[src/rtl/peripheral_mpram_pkg.sv]
`default_nettype none
// ============================================================================
// Module      : peripheral_mpram_pkg
// Description : Shared constants and types for the MPRAM round-robin arbiter.
// Revision    : 1.0 - initial release
// ============================================================================
package peripheral_mpram_pkg;

    localparam int unsigned RAM_DW     = 16;
    localparam logic [1:0]  WEN_READ   = 2'b11;
    localparam logic [1:0]  WEN_IDLE   = 2'b11;
    localparam int unsigned NPORTS_MAX = 8;

    // Wide enough for the largest supported port count.
    typedef logic [$clog2(NPORTS_MAX)-1:0] rr_ptr_t;

    function automatic rr_ptr_t rr_next(input rr_ptr_t idx, input int unsigned nports);
        if ((32'(idx) + 32'd1) >= nports) begin
            return '0;
        end
        return idx + rr_ptr_t'(1);
    endfunction

endpackage
`default_nettype wire

[src/rtl/peripheral_mpram_arbiter_if.sv]
`default_nettype none
// ============================================================================
// Module      : peripheral_mpram_arbiter_if
// Description : Requester bundle plus RAM command/data pins of the arbiter.
// Revision    : 1.0 - initial release
// ============================================================================
interface peripheral_mpram_arbiter_if #(
    parameter int unsigned NPORTS   = 4,
    parameter int unsigned ADDR_MSB = 6
);
    import peripheral_mpram_pkg::*;

    logic [NPORTS-1:0]                 req;
    logic [NPORTS-1:0][ADDR_MSB-1:0]   req_addr;
    logic [NPORTS-1:0][RAM_DW-1:0]     req_din;
    logic [NPORTS-1:0][1:0]            req_wen;
    logic [NPORTS-1:0]                 req_lock;
    logic [NPORTS-1:0]                 gnt;
    logic [NPORTS-1:0]                 rvalid;
    logic [RAM_DW-1:0]                 rdata;
    logic [ADDR_MSB-1:0]               ram_addr;
    logic [RAM_DW-1:0]                 ram_din;
    logic                              ram_cen;
    logic [1:0]                        ram_wen;
    logic [RAM_DW-1:0]                 ram_dout;

    modport slave (
        input  req, req_addr, req_din, req_wen, req_lock, ram_dout,
        output gnt, rvalid, rdata, ram_addr, ram_din, ram_cen, ram_wen
    );

    modport master (
        output req, req_addr, req_din, req_wen, req_lock, ram_dout,
        input  gnt, rvalid, rdata, ram_addr, ram_din, ram_cen, ram_wen
    );

endinterface
`default_nettype wire

[src/rtl/peripheral_mpram_rr_pick.sv]
`default_nettype none
// ============================================================================
// Module      : peripheral_mpram_rr_pick
// Description : Rotate-priority encoder: first requester at or after i_ptr.
// Revision    : 1.0 - initial release
// ============================================================================
module peripheral_mpram_rr_pick
    import peripheral_mpram_pkg::*;
#(
    parameter int unsigned NPORTS = 4
) (
    input  wire logic [NPORTS-1:0] i_req,
    input  wire rr_ptr_t           i_ptr,
    output logic [NPORTS-1:0]      o_gnt,
    output rr_ptr_t                o_idx,
    output logic                   o_valid
);

    logic [NPORTS-1:0] w_rot;
    int unsigned       w_pos;

    // Bit k of w_rot is port (i_ptr + k) mod NPORTS.
    assign w_rot = NPORTS'({i_req, i_req} >> i_ptr);

    always_comb begin
        o_valid = 1'b0;
        w_pos   = 0;
        for (int k = NPORTS - 1; k >= 0; k--) begin
            if (w_rot[k]) begin
                o_valid = 1'b1;
                w_pos   = 32'(i_ptr) + 32'(k);
            end
        end
        if (w_pos >= NPORTS) begin
            w_pos = w_pos - NPORTS;
        end
        o_idx = rr_ptr_t'(w_pos);
        for (int j = 0; j < NPORTS; j++) begin
            o_gnt[j] = o_valid && (o_idx == rr_ptr_t'(j));
        end
    end

endmodule
`default_nettype wire

[src/rtl/peripheral_mpram_arbiter.sv]
`default_nettype none
// ============================================================================
// Module      : peripheral_mpram_arbiter
// Description : Round-robin arbiter sharing one single-port MPRAM between
//               NPORTS requesters; PERIPHERAL_MPRAM_LOCK_EN adds owner lock.
// Revision    : 1.0 - initial release
// ============================================================================
module peripheral_mpram_arbiter
    import peripheral_mpram_pkg::*;
#(
    parameter int unsigned NPORTS   = 4,
    parameter int unsigned ADDR_MSB = 6,
    parameter int unsigned LOCK_MAX = 15
) (
    input  wire logic                  ram_clk,
    input  wire logic                  ram_rst,
    peripheral_mpram_arbiter_if.slave  bus
);

    rr_ptr_t             r_ptr;
    rr_ptr_t             r_rd_idx;
    logic                r_rd_pend;

    logic [NPORTS-1:0]   w_req_eff;
    logic [NPORTS-1:0]   w_gnt;
    rr_ptr_t             w_idx;
    logic                w_valid;
    logic                w_is_read;
    logic [ADDR_MSB-1:0] w_addr;

`ifdef PERIPHERAL_MPRAM_LOCK_EN
    localparam int unsigned c_CNT_W = $clog2(LOCK_MAX + 1);

    logic               r_own_vld;
    rr_ptr_t            r_owner;
    logic [c_CNT_W-1:0] r_lock_cnt;
    logic               w_lock_sel;

    assign w_lock_sel = |(w_gnt & bus.req_lock);

    // An owner masks every other requester, even while it is not requesting.
    always_comb begin
        w_req_eff = bus.req;
        if (r_own_vld) begin
            for (int j = 0; j < NPORTS; j++) begin
                if (r_owner != rr_ptr_t'(j)) begin
                    w_req_eff[j] = 1'b0;
                end
            end
        end
        if (ram_rst) begin
            w_req_eff = '0;
        end
    end

    always_ff @(posedge ram_clk) begin
        if (ram_rst) begin
            r_own_vld  <= 1'b0;
            r_owner    <= '0;
            r_lock_cnt <= '0;
        end else if (w_valid) begin
            if (w_lock_sel && ((32'(r_lock_cnt) + 32'd1) < LOCK_MAX)) begin
                r_own_vld  <= 1'b1;
                r_owner    <= w_idx;
                r_lock_cnt <= r_lock_cnt + c_CNT_W'(1);
            end else begin
                r_own_vld  <= 1'b0;
                r_lock_cnt <= '0;
            end
        end
    end
`else
    wire w_unused_lock = ^{bus.req_lock, 1'(LOCK_MAX)};

    assign w_req_eff = ram_rst ? '0 : bus.req;
`endif

    peripheral_mpram_rr_pick #(
        .NPORTS (NPORTS)
    ) u_pick (
        .i_req   (w_req_eff),
        .i_ptr   (r_ptr),
        .o_gnt   (w_gnt),
        .o_idx   (w_idx),
        .o_valid (w_valid)
    );

    assign bus.gnt      = w_gnt;
    assign bus.ram_addr = w_addr;

    always_comb begin
        bus.ram_cen = 1'b1;
        bus.ram_wen = WEN_IDLE;
        bus.ram_din = '0;
        w_addr      = '0;
        w_is_read   = 1'b0;
        for (int j = 0; j < NPORTS; j++) begin
            if (w_gnt[j]) begin
                bus.ram_cen = 1'b0;
                bus.ram_wen = bus.req_wen[j];
                bus.ram_din = bus.req_din[j];
                w_addr      = bus.req_addr[j];
                w_is_read   = (bus.req_wen[j] == WEN_READ);
            end
        end
    end

    always_ff @(posedge ram_clk) begin
        if (ram_rst) begin
            r_ptr     <= '0;
            r_rd_pend <= 1'b0;
            r_rd_idx  <= '0;
        end else begin
            r_rd_pend <= w_is_read;
            if (w_is_read) begin
                r_rd_idx <= w_idx;
            end
            if (w_valid) begin
                r_ptr <= rr_next(w_idx, NPORTS);
            end
        end
    end

    // Gated by reset so a read granted just before reset never reports valid.
    always_comb begin
        bus.rvalid = '0;
        bus.rdata  = '0;
        if (r_rd_pend && !ram_rst) begin
            bus.rdata = bus.ram_dout;
            for (int j = 0; j < NPORTS; j++) begin
                bus.rvalid[j] = (r_rd_idx == rr_ptr_t'(j));
            end
        end
    end

endmodule
`default_nettype wire
[src/flat_wrapper.sv]
// flat-port wrapper written by rule: the top's interface ports become plain ports
module peripheral_mpram_arbiter_flat import peripheral_mpram_pkg::*;
#(
    parameter int unsigned NPORTS   = 4,
    parameter int unsigned ADDR_MSB = 6,
    parameter int unsigned LOCK_MAX = 15
)
  (ram_clk, ram_rst, bus_req, bus_req_addr, bus_req_din, bus_req_wen, bus_req_lock, bus_ram_dout, bus_gnt, bus_rvalid, bus_rdata, bus_ram_addr, bus_ram_din, bus_ram_cen, bus_ram_wen);
  peripheral_mpram_arbiter_if #(.NPORTS(NPORTS), .ADDR_MSB(ADDR_MSB)) bus_i ();
  input  wire logic ram_clk;
  input  wire logic ram_rst;
  input wire logic [$bits(bus_i.req)-1:0] bus_req;
  input wire logic [$bits(bus_i.req_addr)-1:0] bus_req_addr;
  input wire logic [$bits(bus_i.req_din)-1:0] bus_req_din;
  input wire logic [$bits(bus_i.req_wen)-1:0] bus_req_wen;
  input wire logic [$bits(bus_i.req_lock)-1:0] bus_req_lock;
  input wire logic [$bits(bus_i.ram_dout)-1:0] bus_ram_dout;
  output wire logic [$bits(bus_i.gnt)-1:0] bus_gnt;
  output wire logic [$bits(bus_i.rvalid)-1:0] bus_rvalid;
  output wire logic [$bits(bus_i.rdata)-1:0] bus_rdata;
  output wire logic [$bits(bus_i.ram_addr)-1:0] bus_ram_addr;
  output wire logic [$bits(bus_i.ram_din)-1:0] bus_ram_din;
  output wire logic [$bits(bus_i.ram_cen)-1:0] bus_ram_cen;
  output wire logic [$bits(bus_i.ram_wen)-1:0] bus_ram_wen;
  assign bus_i.req = bus_req;
  assign bus_i.req_addr = bus_req_addr;
  assign bus_i.req_din = bus_req_din;
  assign bus_i.req_wen = bus_req_wen;
  assign bus_i.req_lock = bus_req_lock;
  assign bus_i.ram_dout = bus_ram_dout;
  assign bus_gnt = bus_i.gnt;
  assign bus_rvalid = bus_i.rvalid;
  assign bus_rdata = bus_i.rdata;
  assign bus_ram_addr = bus_i.ram_addr;
  assign bus_ram_din = bus_i.ram_din;
  assign bus_ram_cen = bus_i.ram_cen;
  assign bus_ram_wen = bus_i.ram_wen;
  peripheral_mpram_arbiter #(.NPORTS(NPORTS), .ADDR_MSB(ADDR_MSB), .LOCK_MAX(LOCK_MAX)) u_core (.ram_clk(ram_clk), .ram_rst(ram_rst), .bus(bus_i));
endmodule
[config.mk]
export PLATFORM = sky130hd
export DESIGN_NAME = peripheral_mpram_arbiter_flat
export DESIGN_NICKNAME = d
export VERILOG_FILES = /design/src/rtl/peripheral_mpram_pkg.sv /design/src/rtl/peripheral_mpram_arbiter_if.sv /design/src/rtl/peripheral_mpram_rr_pick.sv /design/src/rtl/peripheral_mpram_arbiter.sv /design/src/flat_wrapper.sv
export SDC_FILE = /design/constraint.sdc
export NUM_CORES = 1
export LEC_CHECK = 0
export CORE_MARGIN = 2
export CORE_UTILIZATION = 33
export DETAILED_ROUTE_END_ITERATION = 8
export GPL_TIMING_DRIVEN = 0
export MAX_ROUTING_LAYER = met4
export PLACE_DENSITY = 0.91
export REMOVE_ABC_BUFFERS = 1
export SYNTH_ARGS = -nofsm -noshare
export SYNTH_HDL_FRONTEND = slang
export SYNTH_SLANG_ARGS = --single-unit
[constraint.sdc]
create_clock -name ram_clk -period 5.9 [get_ports ram_clk]
set_input_delay 0.59 -clock ram_clk [delete_from_list [all_inputs] [get_ports ram_clk]]
set_output_delay 0.59 -clock ram_clk [all_outputs]
set_load 0.02 [all_outputs]
==> metrics.txt, run 1 <==
Arr. time, crit path=4.70 ns; GPL Wtd Cong=0.911; sequential fraction of design power=0.051; result of the run=finished clean; number of instances in the synthesized netlist=286; Cell Int Power=876 µW; total negative slack for setup checks=0 ns; Clock Sink Count=7; Tightest Hold Check Type=flop to flop; leakage power summed over all cells=1.36 nW; Chip Height=77.7 µm; number of pins exceeding their max-slew limit in the final report=0; H-Tree Depth=1; path type of the worst setup path=input port to output pin; number of cell rows=26; Std-Cell Core Area=5170 µm²; CTS Hold Bufs=0; switching portion of total power=0.532; number of antenna violations at the first check in global routing=0; maximum number of pins on one net before global-route repair=53; layout net count=566; layout filler cell count=411; mean number of vias per cell=~5.3; Async S/R FF share, synth=0; Synth Register Bits=7; Synth cell types=48; FF-to-FF setup slack=2.00 ns; part of the power in the clock network=0.036; Synthesis Warnings=0; number of buffers created by CTS=3; fmax=189 MHz; Worst setup EP type=output pin; Skew-Pair Late Insertion Delay=0.23 ns; worst max-slew margin expressed relative to the limit=0.349; Seq/Total Area, Yosys=0.0783; Avg Cell Area, Syn=6.26 µm²; IR drop worst, VDD=around 0.30 mV; Critical Path Source Type=input port; worst endpoint required time=5.31 ns; unrepaired setup endpoints after global routing=false; clock slew at the register clock pins of the worst setup and hold paths=0.04 ns; post-detailed-routing wire length=~7.2 mm; IO Pins=approximately 170; post-synth top area share=0.113; max cap viols=0; number of failing setup endpoints in the final timing report=0; final cycle utilization of the critical path=0.896; Clock Path Buffers=2; Net Sw Power=about 1000 µW; HPWL after detailed placement=roughly 5.7 mm; overall track demand over capacity in global routing=0.238; cells taking the most area after synthesis=a22o_1 (11%), nand2_1 (11%), a21oi_1 (8.9%); part of the power in combinational logic=0.913; die area=~6000 µm²; fin util=0.673; routed vias=2,661; clock tree skew after final layout=around 0.0007 ns; clock tree from TritonCTS=yes; DRT antenna net count=0; width of the die=77.7 µm; area added between synthesis and finish=94.5%; wire length of the first global-routing pass=11.8 mm; P per Cell Area=537 nW/µm²; CTS resizes=0; Ant. Diodes=0; drc violations=0; final hold viol count=0; post-synthesis instance area=roughly 1800 µm²; Yosys top cell by area=a22o_1; number of enable flip-flop cells after synthesis=0; fraction of final layout cells sized beyond drive strength 1=0.0392; CTS root buf=clkbuf_8; fin crit period=5.29 ns; post-CTS repair timing setup buffer count=0; most instantiated flip-flop cell in the synthesis netlist=dfxtp_1; number of buffers inserted by port buffering=166; Least-Margin Pin Slew=0.977 ns; GR Overflow Total=0; effective utilization at floorplan=0.346; length of the first detailed-routing pass in iterations=4; number of global-route vias before repair=approximately 2.6k; number of violations reported at the end of detailed-routing iteration 0=roughly 270; WL/cell=14.3 µm; crit path max fanout=25
## power groups by stage
stage / logic [mW] / clock network [mW] / registers [mW]
global route: 1.87 / 0.0708 / 0.102
finish: 1.71 / 0.0671 / 0.0963
floorplan: 1.04 / 0 / 0.0880
CTS: 1.71 / 0.0680 / 0.0953
detailed placement: 1.70 / 0 / 0.0964
global placement: 1.66 / 0 / 0.0954
## placed cells by master, fill, tap and decap left out, types with 2 or more instances in the layout
cell type and count:
clkbuf_8 3, and3_1 3, o21ai_0 26, mux2i_1 3, ha_1 7, a21oi_1 32, nor2_1 29, dfxtp_1 7
nand2b_1 9, a22o_1 23, inv_1 6, and2_1 20, nand2_1 52, clkdlybuf4s50_1 166, nor2b_1 6, a22oi_1 3
a31oi_1 4, nand3_1 4, ha_2 2
## metrics by stage
| step | area (µm²) | cells | power, mW | hold WS [ns] | setup WS (ns) |
|---|---|---|---|---|---|
| 5_1_grt | 3480 | 504 | 2.04 | 0.567 | 0.279 |
| 3_5_place_dp | 3440 | 500 | 1.80 | 0.516 | 0.666 |
| 4_1_cts | 3480 | 504 | 1.87 | 0.524 | 0.636 |
| 2_1_floorplan | 1680 | 264 | 1.12 | 0.478 | 1.93 |
| 6_report | 3480 | 504 | 1.87 | 0.523 | 0.611 |
| 3_3_place_gp | 3430 | 500 | 1.76 | 0.503 | 0.315 |
## metal layers
layer | track usage | routed length (µm) | vias up
li1 | - | - | 1305
met1 | 0.266 | 2720 | 1180
met2 | 0.436 | 3660 | 164
met3 | 0.0395 | 675 | 12
met4 | 0.0607 | 162 | 0
met5 | - | 0 | -
## synthesized netlist by cell type (2+ instances only)
library cell  count
a21oi_1          32
clkbuf_1         16
a31oi_1           4
and3_1            3
a22o_1           23
buf_6             3
mux2i_1           3
nand3_1           4
ha_1              9
nand2b_1          9
inv_1             6
nor2_1           29
o21ai_0          26
and2_1           20
buf_1             2
nand2_1          52
nor2b_1           6
dfxtp_1           7
a22oi_1           3
## flip-flops by register name, indices dropped and copies added, names as in the netlist
register,cells
u_core.r_ptr,3
u_core.r_rd_idx,3
u_core.r_rd_pend,1
## logic make-up (layout without fill, tap and decap cells)
logic type	count (synthesis)	count (layout)	share of synthesized area
buf+inv	29	177	0.0741
flops	7	7	0.0783
simple gates	131	131	0.350
compound gates	102	102	0.381
mux	6	6	0.0440
xor+xnor	2	2	0.00979
fa+ha+maj	9	9	0.0629
## worst paths after layout
path,from,to,cells past startpoint
setup reg to reg,u_core.r_ptr[0],u_core.r_rd_idx[0],13
hold reg to reg,u_core.r_rd_idx[1],u_core.r_rd_idx[1],2
setup / recovery,ram_rst,bus_ram_din[15],12
hold / removal,u_core.r_rd_idx[1],u_core.r_rd_idx[1],2
## layout make-up
| cell class | count | area, µm² | share of cell area |
|---|---|---|---|
| repair buffers | 166 | 1660 | 0.477 |
| multi-input cells | 250 | 1520 | 0.437 |
| flip-flops and latches | 7 | 140 | 0.0402 |
| well taps | 70 | 87.6 | 0.0251 |
| clock buffers | 4 | 45.0 | 0.0129 |
| inverters | 7 | 26.3 | 0.00754 |
## worst max-delay path, cell delays in order
cell and delay, ns:
clkdlybuf4s50_1 0.69, nor3b_2 0.43, a21oi_1 0.12, a211o_1 0.29
a31o_2 0.28, inv_1 0.12, ha_1 0.75, nor2b_1 0.30
a22oi_1 0.10, o21ai_0 0.26, a22o_1 0.17, clkdlybuf4s50_1 0.60
No activity file was read; power rests on OpenSTA's default activity.
==> inputs of run 2 (changes only) <==
Settings changed: CTS_CLUSTER_SIZE set to 14, SETUP_SLACK_MARGIN set to 0.2.
==> results of run 2 <==
The final DEF is identical to that of run 1; final timing and power are the same.
==> inputs of run 3 (changes only) <==
--- a/config.mk
+++ b/config.mk
@@ -8,3 +8,3 @@
 export CORE_MARGIN = 2
-export CORE_UTILIZATION = 33
+export CORE_UTILIZATION = 30
 export CTS_CLUSTER_SIZE = 14
@@ -13,3 +13,3 @@
 export MAX_ROUTING_LAYER = met4
-export PLACE_DENSITY = 0.91
+export PLACE_DENSITY = 0.84
 export REMOVE_ABC_BUFFERS = 1
--- a/constraint.sdc
+++ b/constraint.sdc
@@ -3,2 +3,2 @@
 set_output_delay 0.59 -clock ram_clk [all_outputs]
-set_load 0.02 [all_outputs]
+set_load 0.05 [all_outputs]
==> run 3 against run 2 <==
Compared with the run above: non-clock buffer count unchanged; die area up 9.5%; hold slack better by 0.0042 ns; power up 24%; combinational power up 26%; largest cell class unchanged; largest power group unchanged.
==> metrics.txt, run 3 (synthesis results as in run 1) <==
max cap viols=0; cells on worst reg2reg path=13; source of the critical timing path=ram_rst; DRT antenna net count=0; FF-to-FF setup slack=2.09 ns; routed vias=around 2.6k; overall track demand over capacity in global routing=0.203; IO Pins=171; Tot Pwr=around 2.3 mW; worst r2r src=u_core.r_ptr[0]; drc violations=0; part of the power in combinational logic=0.929; Post-Place Worst Slack=0.482 ns; number of violations reported at the end of detailed-routing iteration 0=120; timing endpoint of the critical path=bus_ram_din[4]; largest registers=u_core.r_ptr x3, u_core.r_rd_idx x3, u_core.r_rd_pend x1; number of buffers created by CTS=3; die area=6600 µm²; Net Sw Power=1.44 mW; path type of the worst setup path=input port to output pin; length of the first detailed-routing pass in iterations=4; CTS resizes=0; Worst setup EP type=output pin; fraction of final layout cells sized beyond drive strength 1=0.0415; highest-count cells in the layout ignoring fill and taps=clkdlybuf4s50_1 (166), nand2_1 (52), a21oi_1 (32); post-CTS repair timing setup buffer count=0; CTS root buf=clkbuf_8; unrepaired setup endpoints after global routing=false; Chip Height=81.3 µm; fin crit period=approximately 5.4 ns; WL/cell=14.0 µm; post-detailed-routing wire length=7.14 mm; DR top layer=met4; total negative slack for setup checks=0 ns; switching portion of total power=0.623; Clock Sink Count=7; Arr. time, crit path=~4.8 ns; post-route met1 wirelength=approximately 2.7 mm; GR Overflow Total=0; H-Tree Depth=1; width of the die=81.3 µm; worst max-slew margin expressed relative to the limit=0.376; effective utilization at floorplan=0.306; number of cell rows=28; number of pins exceeding their max-slew limit in the final report=0; Clock Path Buffers=2; worst endpoint required time=5.31 ns; Ant. Diodes=0; Least-Margin Pin Slew=0.937 ns; part of the power in the clock network=0.029; final cycle utilization of the critical path=0.914; clock tree from TritonCTS=yes; area added between synthesis and finish=95.0%; CTS Hold Bufs=0; capturing point of the worst reg2reg path=u_core.r_rd_idx[1]; sequential fraction of design power=0.042; Cell Int Power=874 µW; final hold viol count=0; Critical Path Source Type=input port; DR WL met2=3.75 mm; HPWL after detailed placement=5.75 mm; clock tree skew after final layout=0.00134 ns; crit path max fanout=24; layout net count=566; maximum number of pins on one net before global-route repair=53; most common library cell in the layout ignoring fill and taps=clkdlybuf4s50_1; number of failing setup endpoints in the final timing report=0; IR drop worst, VDD=0.417 mV; Tightest Hold Check Type=flop to flop; result of the run=finished clean; wire length of the first global-routing pass=10.5 mm; number of antenna violations at the first check in global routing=0; fmax=186 MHz; P per Cell Area=663 nW/µm²; met3 WL post-DR=about 580 µm; leakage power summed over all cells=1.36 nW; minimum setup slack in the final design=0.509 ns; number of global-route vias before repair=about 2.4k; clock slew at the register clock pins of the worst setup and hold paths=approximately 0.040 ns; Skew-Pair Late Insertion Delay=0.22 ns; GPL Wtd Cong=0.844; Std-Cell Core Area=around 5900 µm²; number of buffers inserted by port buffering=166; mean number of vias per cell=5.09
run 3: power groups by stage:
| stage | combinational [mW] | clock [mW] | sequential (mW) |
|---|---|---|---|
| after floorplan | 1.49 | 0 | 0.0880 |
| after global placement | 2.13 | 0 | 0.0959 |
| after detailed placement | 2.16 | 0 | 0.0971 |
| after CTS | 2.16 | 0.0671 | 0.0967 |
| after global routing | 2.31 | 0.0710 | 0.101 |
| final | 2.15 | 0.0661 | 0.0973 |
run 3: metal layers:
| layer | vias to the layer above | track usage |
|---|---|---|
| met5 | - | - |
| met4 | 0 | 0.0542 |
| met3 | 10 | 0.0467 |
| met2 | 123 | 0.379 |
| met1 | 1155 | 0.214 |
| li1 | 1302 | - |
run 3: area by class of cell:
class	count	area [µm²]
sequential	7	140
multi-input combinational	250	1530
inverter	7	26.3
timing repair buffer	166	1660
fill	542	2360
clock buffer	4	45.0
tap	75	93.8
run 3: stage by stage:
stage | hold slack, ns | utilization | area (µm²) | std cells
5_1_grt | 0.565 | 0.597 | 3490 | 509
3_3_place_gp | 0.507 | 0.588 | 3440 | 505
3_5_place_dp | 0.511 | 0.589 | 3440 | 505
4_1_cts | 0.532 | 0.596 | 3490 | 509
2_1_floorplan | 0.478 | - | 1680 | 264
6_report | 0.528 | 0.597 | 3490 | 509
run 3: worst min path at each step:
stage | startpoint | depth (start not counted) | end | slack, ns
2_1_floorplan | u_core.r_rd_idx[0] | 2 | u_core.r_rd_idx[0] | 0.48
3_3_place_gp | u_core.r_rd_idx[0] | 2 | u_core.r_rd_idx[0] | 0.51
3_5_place_dp | u_core.r_rd_idx[0] | 2 | u_core.r_rd_idx[0] | 0.51
4_1_cts | u_core.r_rd_idx[0] | 2 | u_core.r_rd_idx[0] | 0.53
5_1_grt | u_core.r_rd_idx[0] | 2 | u_core.r_rd_idx[0] | 0.57
6_report | u_core.r_rd_idx[0] | 2 | u_core.r_rd_idx[0] | 0.53
run 3: critical path, stage by stage:
cell and delay (ns):
clkdlybuf4s50_1 0.81, or2_2 0.21, a2bb2oi_2 0.27, a31oi_1 0.14, a311oi_2 0.37, a32oi_1 0.14
ha_1 0.26, nand2_1 0.12, and2_1 0.77, a22o_1 0.28, clkdlybuf4s50_1 0.82
